$ cat config.mk
export PLATFORM = sky130hd
export DESIGN_NAME = sram_line_bridge
export DESIGN_NICKNAME = d
export VERILOG_FILES = /design/src/rtl/sram_line_pkg.sv /design/src/rtl/sram_word_sel.sv /design/src/rtl/sram_line_bridge.sv
export SDC_FILE = /design/constraint.sdc
export NUM_CORES = 2
export LEC_CHECK = 0
export CAP_MARGIN = 10
export CORE_AREA = 8 8 698 700
export CTS_CLUSTER_DIAMETER = 100
export DETAILED_ROUTE_END_ITERATION = 7
export DIE_AREA = 0 0 706 708
export DONT_BUFFER_PORTS = 1
export GPL_TIMING_DRIVEN = 0
export PLACE_DENSITY = 0.33
export SETUP_SLACK_MARGIN = 0.2
export SLEW_MARGIN = 0
export SYNTH_ARGS = -nofsm -noshare
export SYNTH_HDL_FRONTEND = slang
export SYNTH_SLANG_ARGS = --single-unit
$ cat constraint.sdc
create_clock -name clk -period 3.8 [get_ports clk]
set_input_delay 0.38 -clock clk [delete_from_list [all_inputs] [get_ports clk]]
set_output_delay 0.38 -clock clk [all_outputs]
set_load 0.005 [all_outputs]
$ cat src/rtl/sram_line_pkg.sv
// Shared constants and types for the SRAM line bridge.
//   WORDS      words per cache line
//   WORD_W     SRAM word width
//   DM_W       byte enables per SRAM word
//   LINE_W     full line width (WORDS*WORD_W)
//   DM_LINE_W  full line byte-enable width (WORDS*DM_W)
package sram_line_pkg;
  localparam int WORDS     = 16;
  localparam int WORD_W    = 48;
  localparam int DM_W      = 6;
  localparam int LINE_W    = WORDS * WORD_W;
  localparam int DM_LINE_W = WORDS * DM_W;
  localparam int IDX_W     = $clog2(WORDS);

  typedef enum logic [1:0] {
    ST_IDLE   = 2'd0,
    ST_ACCESS = 2'd1,
    ST_ACK    = 2'd2
  } state_e;
endpackage

$ cat src/rtl/sram_word_sel.sv
// Active-word selector (combinational).
//   i_mask  one bit per word that needs an SRAM access
//   i_idx   reference word index
//   i_incl  1: i_idx itself is a candidate (first-word search from 0)
//           0: only words strictly above i_idx (next-word search)
//   o_idx   lowest active word satisfying the above (0 if none)
//   o_last  no active word lies strictly above i_idx
module sram_word_sel #(
  parameter int WORDS = 16,
  parameter int IDX_W = 4
) (
  input  logic [WORDS-1:0] i_mask,
  input  logic [IDX_W-1:0] i_idx,
  input  logic             i_incl,
  output logic [IDX_W-1:0] o_idx,
  output logic             o_last
);
  always_comb begin
    o_idx  = '0;
    o_last = 1'b1;
    // Scan high to low so the last hit written is the lowest candidate.
    for (int i = WORDS - 1; i >= 0; i--) begin
      if (i_mask[i] && (i > int'(i_idx) || (i_incl && i == int'(i_idx))))
        o_idx = IDX_W'(i);
      if (i_mask[i] && i > int'(i_idx))
        o_last = 1'b0;
    end
  end
endmodule

$ cat src/rtl/sram_line_bridge.sv
// Bridges a full-line read/write request onto a word-wide SRAM port.
// Only words with at least one byte enable are written; reads fetch
// every word. The SRAM may stall any word with sramNak.
//   clk, rst_n         clock, async active-low reset
//   ws_addr/din/dm     line request (addr[5:0] ignored)
//   ws_stb, ws_we      request strobe (IDLE only), 1 = write
//   ws_ack, ws_dout    one-cycle completion pulse, read line
//   sramAddr/InData/Dm word request to SRAM (Dm all-zero = read)
//   sramStb, sramNak   word strobe, controller busy
//   sramOutData        read word, valid in the completing cycle
module sram_line_bridge
  import sram_line_pkg::*;
(
  input  logic                 clk,
  input  logic                 rst_n,
  input  logic [31:0]          ws_addr,
  input  logic [LINE_W-1:0]    ws_din,
  input  logic [DM_LINE_W-1:0] ws_dm,
  input  logic                 ws_stb,
  input  logic                 ws_we,
  output logic                 ws_ack,
  output logic [LINE_W-1:0]    ws_dout,
  output logic [31:0]          sramAddr,
  output logic [WORD_W-1:0]    sramInData,
  output logic [DM_W-1:0]      sramDm,
  output logic                 sramStb,
  input  logic                 sramNak,
  input  logic [WORD_W-1:0]    sramOutData
);
  state_e                          r_state;
  logic [25:0]                     r_line;
  logic                            r_we;
  logic [WORDS-1:0]                r_mask;
  logic [IDX_W-1:0]                r_idx;
  logic [WORDS-1:0][WORD_W-1:0]    r_din;
  logic [WORDS-1:0][DM_W-1:0]      r_dm;
  logic [WORDS-1:0][WORD_W-1:0]    r_dout;

  logic [WORDS-1:0][WORD_W-1:0]    w_din_v;
  logic [WORDS-1:0][DM_W-1:0]      w_dm_v;
  logic [WORDS-1:0]                w_in_mask;
  logic [WORDS-1:0]                w_sel_mask;
  logic [IDX_W-1:0]                w_sel_idx;
  logic                            w_sel_incl;
  logic [IDX_W-1:0]                w_nxt;
  logic                            w_last;
  logic                            w_unused;

  assign w_din_v  = ws_din;
  assign w_dm_v   = ws_dm;
  assign ws_dout  = r_dout;
  // Byte offset within the line never reaches the SRAM.
  assign w_unused = ^ws_addr[5:0];

  for (genvar g = 0; g < WORDS; g++) begin : g_mask
    assign w_in_mask[g] = ws_we ? |w_dm_v[g] : 1'b1;
  end

  // One selector serves both searches: in IDLE it finds the first word of
  // the incoming request, in ACCESS the successor of the current word.
  assign w_sel_incl = (r_state == ST_IDLE);
  assign w_sel_mask = w_sel_incl ? w_in_mask : r_mask;
  assign w_sel_idx  = w_sel_incl ? '0 : r_idx;

  sram_word_sel #(.WORDS(WORDS), .IDX_W(IDX_W)) u_sel (
    .i_mask (w_sel_mask),
    .i_idx  (w_sel_idx),
    .i_incl (w_sel_incl),
    .o_idx  (w_nxt),
    .o_last (w_last)
  );

  always_ff @(posedge clk or negedge rst_n) begin
    if (!rst_n) begin
      r_state    <= ST_IDLE;
      r_line     <= '0;
      r_we       <= 1'b0;
      r_mask     <= '0;
      r_idx      <= '0;
      r_din      <= '0;
      r_dm       <= '0;
      r_dout     <= '0;
      ws_ack     <= 1'b0;
      sramAddr   <= '0;
      sramInData <= '0;
      sramDm     <= '0;
      sramStb    <= 1'b0;
    end else begin
      case (r_state)
        ST_IDLE: begin
          ws_ack <= 1'b0;
          if (ws_stb) begin
            r_line <= ws_addr[31:6];
            r_we   <= ws_we;
            r_mask <= w_in_mask;
            r_din  <= w_din_v;
            r_dm   <= w_dm_v;
            if (|w_in_mask) begin
              r_state    <= ST_ACCESS;
              r_idx      <= w_nxt;
              sramStb    <= 1'b1;
              sramAddr   <= {ws_addr[31:6], w_nxt, 2'b00};
              sramInData <= w_din_v[w_nxt];
              sramDm     <= ws_we ? w_dm_v[w_nxt] : '0;
            end else begin
              // Write with no enabled bytes: complete without SRAM traffic.
              r_state <= ST_ACK;
              r_idx   <= '0;
              ws_ack  <= 1'b1;
            end
          end
        end
        ST_ACCESS: begin
          // While nak'd, nothing changes so the SRAM sees a stable request.
          if (!sramNak) begin
            if (!r_we)
              r_dout[r_idx] <= sramOutData;
            if (w_last) begin
              r_state <= ST_ACK;
              ws_ack  <= 1'b1;
              sramStb <= 1'b0;
              sramDm  <= '0;
            end else begin
              r_idx      <= w_nxt;
              sramAddr   <= {r_line, w_nxt, 2'b00};
              sramInData <= r_din[w_nxt];
              sramDm     <= r_we ? r_dm[w_nxt] : '0;
            end
          end
        end
        ST_ACK: begin
          ws_ack  <= 1'b0;
          r_state <= ST_IDLE;
        end
        default: begin
          ws_ack  <= 1'b0;
          sramStb <= 1'b0;
          r_state <= ST_IDLE;
        end
      endcase
    end
  end
endmodule

# == After elaboration in Yosys (flattened, before gate mapping) ==
# Cells that the tools add are included.
# word_totals
reg_bits,1769
in_bits,949
out_inout_bits,856
wordCells,289
# classes
order_cmp,18
eq_ne,22
muxes,97
bitwise,3
reduce_logical,91
# op_table
operator,n
bitwise mux 768 bit,1
binary-select mux 48 bit (select 4 bit),2
two-way mux 48 bit,7
demux 48 bit (select 4 bit),1
two-way mux 32 bit,4
case mux 48 bit (2 select lines),1
OR reduction 6 bit,16
two-way mux 4 bit,21
case mux 32 bit (2 select lines),1
binary-select mux 6 bit (select 4 bit),2
logical AND 1 bit,48
two-way mux 6 bit,8
two-way mux 1 bit,39
equality test 4 bit (first input constant),8
greater-than comparator 4 bit (first input constant),8
equality test 3 x 4 -> 1 bit (first input constant),4
greater-than comparator 3 x 4 -> 1 bit (first input constant),4
two-way mux 16 bit,1
OR reduction 16 bit,1
logical OR 1 bit,15
case mux 6 bit (2 select lines),1
< comparator 4 x 5 -> 1 bit (second input constant),2
AND reduction 5 bit,2
equality test 2 x 4 -> 1 bit (first input constant),2
20 further kinds,32

# == Longest topological paths before layout ==
# logic_depth
ltp_word,28
ltp_mapped,16
mapped_depth_nobuf,10

# == By module ==
# Synthesis repeated with hierarchy kept, for this count alone.
# unflattened
hier_cells,7197
hier_area_um2,81210.4
# by_module_without_submodules
module,instances,cells_each,area_per_inst_um2,seq_area_each_um2
sram_line_bridge,1,7086,80493.4,44217.4
sram_word_sel,1,111,716.9,0.0

# == Least setup slack after synthesis ==
# No wires, ideal clock.
# synth_timing
path_type,input -> register
start,input port ws_dm[75]
end,register sramInData[13]
setup_ns,0.139
arrival_ns,3.227
required_time_ns,3.661
path_slack_ns,0.434
cell_stages,10
path_buffers,2
path_cell_list,or4b_1 -> nand4b_1 -> mux2_2 -> o211a_1 -> o211ai_2 -> buf_2 -> buf_1 -> mux4_2 -> a2111oi_0 -> a21oi_1
# synth_between
elab_chain_cells,22
elab_cells_between_ends,43
cone_classes,eq/ne: 2; mux: 36; reduce/logical: 5
# synth_rtl
element,line,source
"start, declared",sram_line_bridge.sv:18,"input logic [DM_LINE_W-1:0] ws_dm,"
OR reduction 6 bit *,sram_line_bridge.sv:56,assign w_in_mask[g] = ws_we ? |w_dm_v[g] : 1'b1;
two-way mux 1 bit *,sram_line_bridge.sv:56,
two-way mux 16 bit,sram_line_bridge.sv:62,assign w_sel_mask = w_sel_incl ? w_in_mask : r_mask;
logical AND 1 bit,sram_word_sel.sv:23,if (i_mask[i] && (i > int'(i_idx) || (i_incl && i == int'(i_idx))))
two-way mux 4 bit (13 in a row),sram_word_sel.sv:23,
binary-select mux 48 bit (select 4 bit) (on tied branches),"sram_line_bridge.sv:126, sram_line_bridge.sv:103",
two-way mux 48 bit (on tied branches),"sram_line_bridge.sv:126, sram_line_bridge.sv:103",
two-way mux 48 bit (on tied branches),"sram_line_bridge.sv:118, sram_line_bridge.sv:98",
two-way mux 48 bit (on tied branches),"sram_line_bridge.sv:115, sram_line_bridge.sv:92",
case mux 48 bit (2 select lines),sram_line_bridge.sv:89,case (r_state)
"end signal, assigned",sram_line_bridge.sv:103,sramInData <= w_din_v[w_nxt];
"end signal, assigned",sram_line_bridge.sv:126,sramInData <= r_din[w_nxt];
"end, declared",sram_line_bridge.sv:24,"output logic [WORD_W-1:0] sramInData,"
# Mark *: on every way between the ends. The rest lies on a longest branch, timed or not. The select of a mux whose other input is x is not followed.
# A chain may end at the register's enable or synchronous reset.

# == Worst setup path in the final report ==
# layout_timing
start,register r_state[0]
end,register sramInData[20]
# layout_between
elab_chain_cells,27
elab_cells_between_ends,143
cone_classes,order compare: 15; eq/ne: 20; mux: 42; reduce/logical: 66
# layout_rtl
element,line,source
"start, declared",sram_line_bridge.sv:30,state_e r_state;
"start signal, assigned",sram_line_bridge.sv:75,r_state <= ST_IDLE;
"start signal, assigned",sram_line_bridge.sv:99,r_state <= ST_ACCESS;
"start signal, assigned",sram_line_bridge.sv:107,r_state <= ST_ACK;
branches (longest 27 deep; another with greater-than comparator 4 bit),n/a,
# Parallel ways; which one is timed is not known. The select of a mux whose other input is x is not followed.

==> flow_summary.toml <==
[job]
maxCapViolations = 0

[routing]
drt-initial-drc-count = 6809
vias = 71100
drc = 1
drt-pass1-iter-count = 8
ant_nets = 0
wirelength_um = 569000
vias_per_cell = 4.60
wire_per_inst_um = 36.8

[min_path]
hold_path.class = "input port to async pin"

[timing]
hold_viol = 416
fin_skew_ns = 0.123
finalSetupTns_ns = -0.288
finalSetupViolCount = 10
relSlewSlack = 0.116
min_period_ns = 3.86
final_max_slew_viol_count = 0
period_share = 1.02
worst_slew_pin_slew_ns = 1.33
worst_slack_ns = -0.0593
rsz0062_at_grt = "true"
holdWs_ns = -0.915
fmax_mhz = 259

[setup_path]
cp_top_family = "buffers and inverters"
max_stage_delay_ns = 0.42
crit_required_ns = 4.58
slowest_stage = "dfrtp_2"
start_kind = "flip-flop"
path_buf_inv = 6
crit_fanout = 10
endpoint_kind = "flip-flop"
worstPathArrival_ns = 4.64
cp_cell_sequence = "buf_4 > nor2_4 > buf_4 > nor3b_2 > a2111oi_4 > nand4_1 > o211ai_4 > buf_12 > buf_6 > buf_6 > buf_8 > mux4_2 > a22oi_2 > a21oi_1"
critPathKind = "flip-flop to flip-flop"

[global_route]
grt_use_total = 0.215
grt_max_degree = 259
grt_pass1_vias = 70700
antenna_found_initial = 345
grt-ovfl-total = 0
grt_pass1_wl_um = 726000

[placement]
io_buffers = 0
place_hpwl_um = 432000
place_ws_ns = -2.98
gp_congestion = 0.918
dpl-instance-area_mm2 = 0.0886

[status]
outcome = "finished with violations"
violations = "DRC, hold timing, setup timing"

[synth]
yosys_warnings = 0
netlist_instances = 7426
synthArstFlopShare = 1.00
synth-edff-count = 0
synth_ff_type = "dfrtp_1"
yosysSeqAreaShare = 0.553
synth_area_mm2 = 0.0799
syn_avg_cell_area_um2 = 10.8
yosys.cell_types.count = 65
synth-seq-cells = 1766

[die]
std_cell_rows = 254
core-area_mm2 = 0.476
start_util = 0.168
die_w_um = 706
io_pins = 1805
fp.dieH_um = 708
die_area_mm2 = 0.500

[final_layout]
nNetsFinal = 9684
fillers = 51200
multiInputGateArea_mm2 = 0.0349
stdcell_area_mm2 = 0.110
area_growth_pct = 37.8
drive_gt1_frac = 0.223
seq_area_mm2 = 0.0442

[clock_network]
cts.path.max_buffers = 4
clkTransAtPathRegs_ns = 0.07
cts_tree = "yes"
htreeDepth = 4
cts-root-buf = "clkbuf_16"
cts.sinks = 1766
clk_latency_ns = 0.99
cts-buffers-inserted = 227

[power_and_ir_drop]
powerDensity_mw_per_mm2 = 986
p_leak_uw = 0.0498
ir_worst_vdd_uv = 472
what timing repair did:
action | in CTS | in global routing
setup endpoints to repair | 1482 | 618
pin swaps | 27 | 34
buffers inserted | 19 | 18
endpoints found under the hold margin | 1786 | 419
resized for setup | 543 | 324
hold buffers | 983 | 6
cloned | 2 | 8
flip-flops by register name, summed over array words and instances, names as in the netlist:
register    cells
sramStb         1
sramInData     48
r_din         768
ws_dout       768
r_mask         15
r_dm           96
r_state         2
r_line         26
ws_ack          1
r_idx           4
sramDm          6
sramAddr       30
r_we            1
report_power, final:
group	internal, µW	switching [µW]	leakage (µW)	total (µW)
clock	12900	9410	0.00370	22300
sequential	25600	6130	0.0226	31700
combinational	21000	33600	0.0235	54600
total	59400	49200	0.0498	109000
cell type report:
class,count,share of cell area
tap,6272,0.0712
clock inverter,80,0.00821
sequential,1766,0.401
buffer,547,0.0324
antenna,271,0.00616
multi-input combinational,5109,0.317
clock buffer,329,0.0600
inverter,3,0.000102
timing repair buffer,1081,0.103
stage by stage:
step	hold slack [ns]	power [µW]	instances	utilization
global placement	0.147	76600	13700	0.184
detailed placement	0.0872	77700	13700	0.186
global route	-0.984	113000	15400	0.231
floorplan	0.0844	55000	7427	-
CTS	-1.01	106000	15200	0.227
finish	-0.915	109000	15500	0.231
placed cells by master, fill, tap and decap left out, types with 15 or more instances in the layout:
cell type	Yosys	final
a22oi_2	0	15
buf_2	80	21
a21oi_1	184	164
a22oi_1	50	35
buf_12	0	28
mux2_2	770	770
dfrtp_1	1766	1763
o32ai_2	0	42
and2_4	0	20
a2111oi_2	0	29
clkbuf_16	0	237
a2111oi_4	0	19
clkbuf_1	394	305
clkbuf_4	0	24
nand3_1	82	75
a21oi_2	1	16
mux2i_1	128	125
a31oi_1	37	36
buf_6	2	28
nor2_1	70	66
buf_1	50	26
mux4_2	290	290
o21ai_0	22	20
clkinv_2	0	44
buf_4	23	66
diode_2	0	271
buf_16	0	37
nand2_1	3086	3083
clkbuf_8	0	60
buf_8	0	31
o221ai_1	48	45
a22o_1	52	51
dlygate4sd3_1	0	988
and2_1	55	35
clkbuf_2	0	103
routing by layer:
layer	GRT usage	routed length (µm)	part of all wire	vias up
li1	-	-	-	28200
met1	0.251	214000	0.38	37200
met2	0.359	267000	0.47	4238
met3	0.0650	50300	0.088	1357
met4	0.106	36700	0.065	128
met5	0	814	0.0014	-
kinds of logic after synthesis:
kind of cell | Yosys count | synth area share
flops | 1766 | 0.553
other cells | 1 | 0.0000469
simple gates | 3375 | 0.165
buf+inv | 552 | 0.0284
mux | 1188 | 0.206
compound gates | 544 | 0.0478
Yosys cell counts (7+ instances only):
| cell type | instances | share of area |
|---|---|---|
| o221ai_1 | 48 | 0.0053 |
| buf_4 | 23 | 0.0022 |
| a21oi_1 | 184 | 0.012 |
| clkbuf_1 | 394 | 0.019 |
| a22oi_1 | 50 | 0.0047 |
| nor3_1 | 18 | 0.0011 |
| a22o_1 | 52 | 0.0057 |
| nor4_1 | 14 | 0.0011 |
| and2_1 | 55 | 0.0043 |
| mux2_2 | 770 | 0.11 |
| mux2i_1 | 128 | 0.016 |
| dfrtp_1 | 1766 | 0.55 |
| a2111oi_0 | 52 | 0.0057 |
| buf_2 | 80 | 0.0050 |
| o22ai_1 | 7 | 0.00055 |
| nand2_1 | 3086 | 0.14 |
| buf_1 | 50 | 0.0023 |
| a31oi_1 | 37 | 0.0029 |
| nor2b_1 | 7 | 0.00055 |
| nor4b_1 | 8 | 0.00088 |
| o21ai_0 | 22 | 0.0014 |
| nand3_1 | 82 | 0.0051 |
| nor2_1 | 70 | 0.0033 |
| o32ai_1 | 48 | 0.0053 |
| mux4_2 | 290 | 0.082 |
path summary, 6_finish.rpt:
path	startpoint	cells after the start	slack (ns)	to
min in group clk	ws_dm[83]	5	0.04	sramDm[5]$_DFFE_PN0P_
max reg2reg	r_state[0]$_DFFE_PN0P_	14	-0.06	sramInData[20]$_DFFE_PN0P_
max in group asynchronous	rst_n	6	0.63	ws_dout[435]$_DFFE_PN0P_
min	rst_n	0	-0.92	r_din[228]$_DFFE_PN0P_
min reg2reg	r_din[592]$_DFFE_PN0P_	2	0.47	r_din[592]$_DFFE_PN0P_
max	r_state[0]$_DFFE_PN0P_	14	-0.06	sramInData[20]$_DFFE_PN0P_
Power figures use the tool's default switching activity.
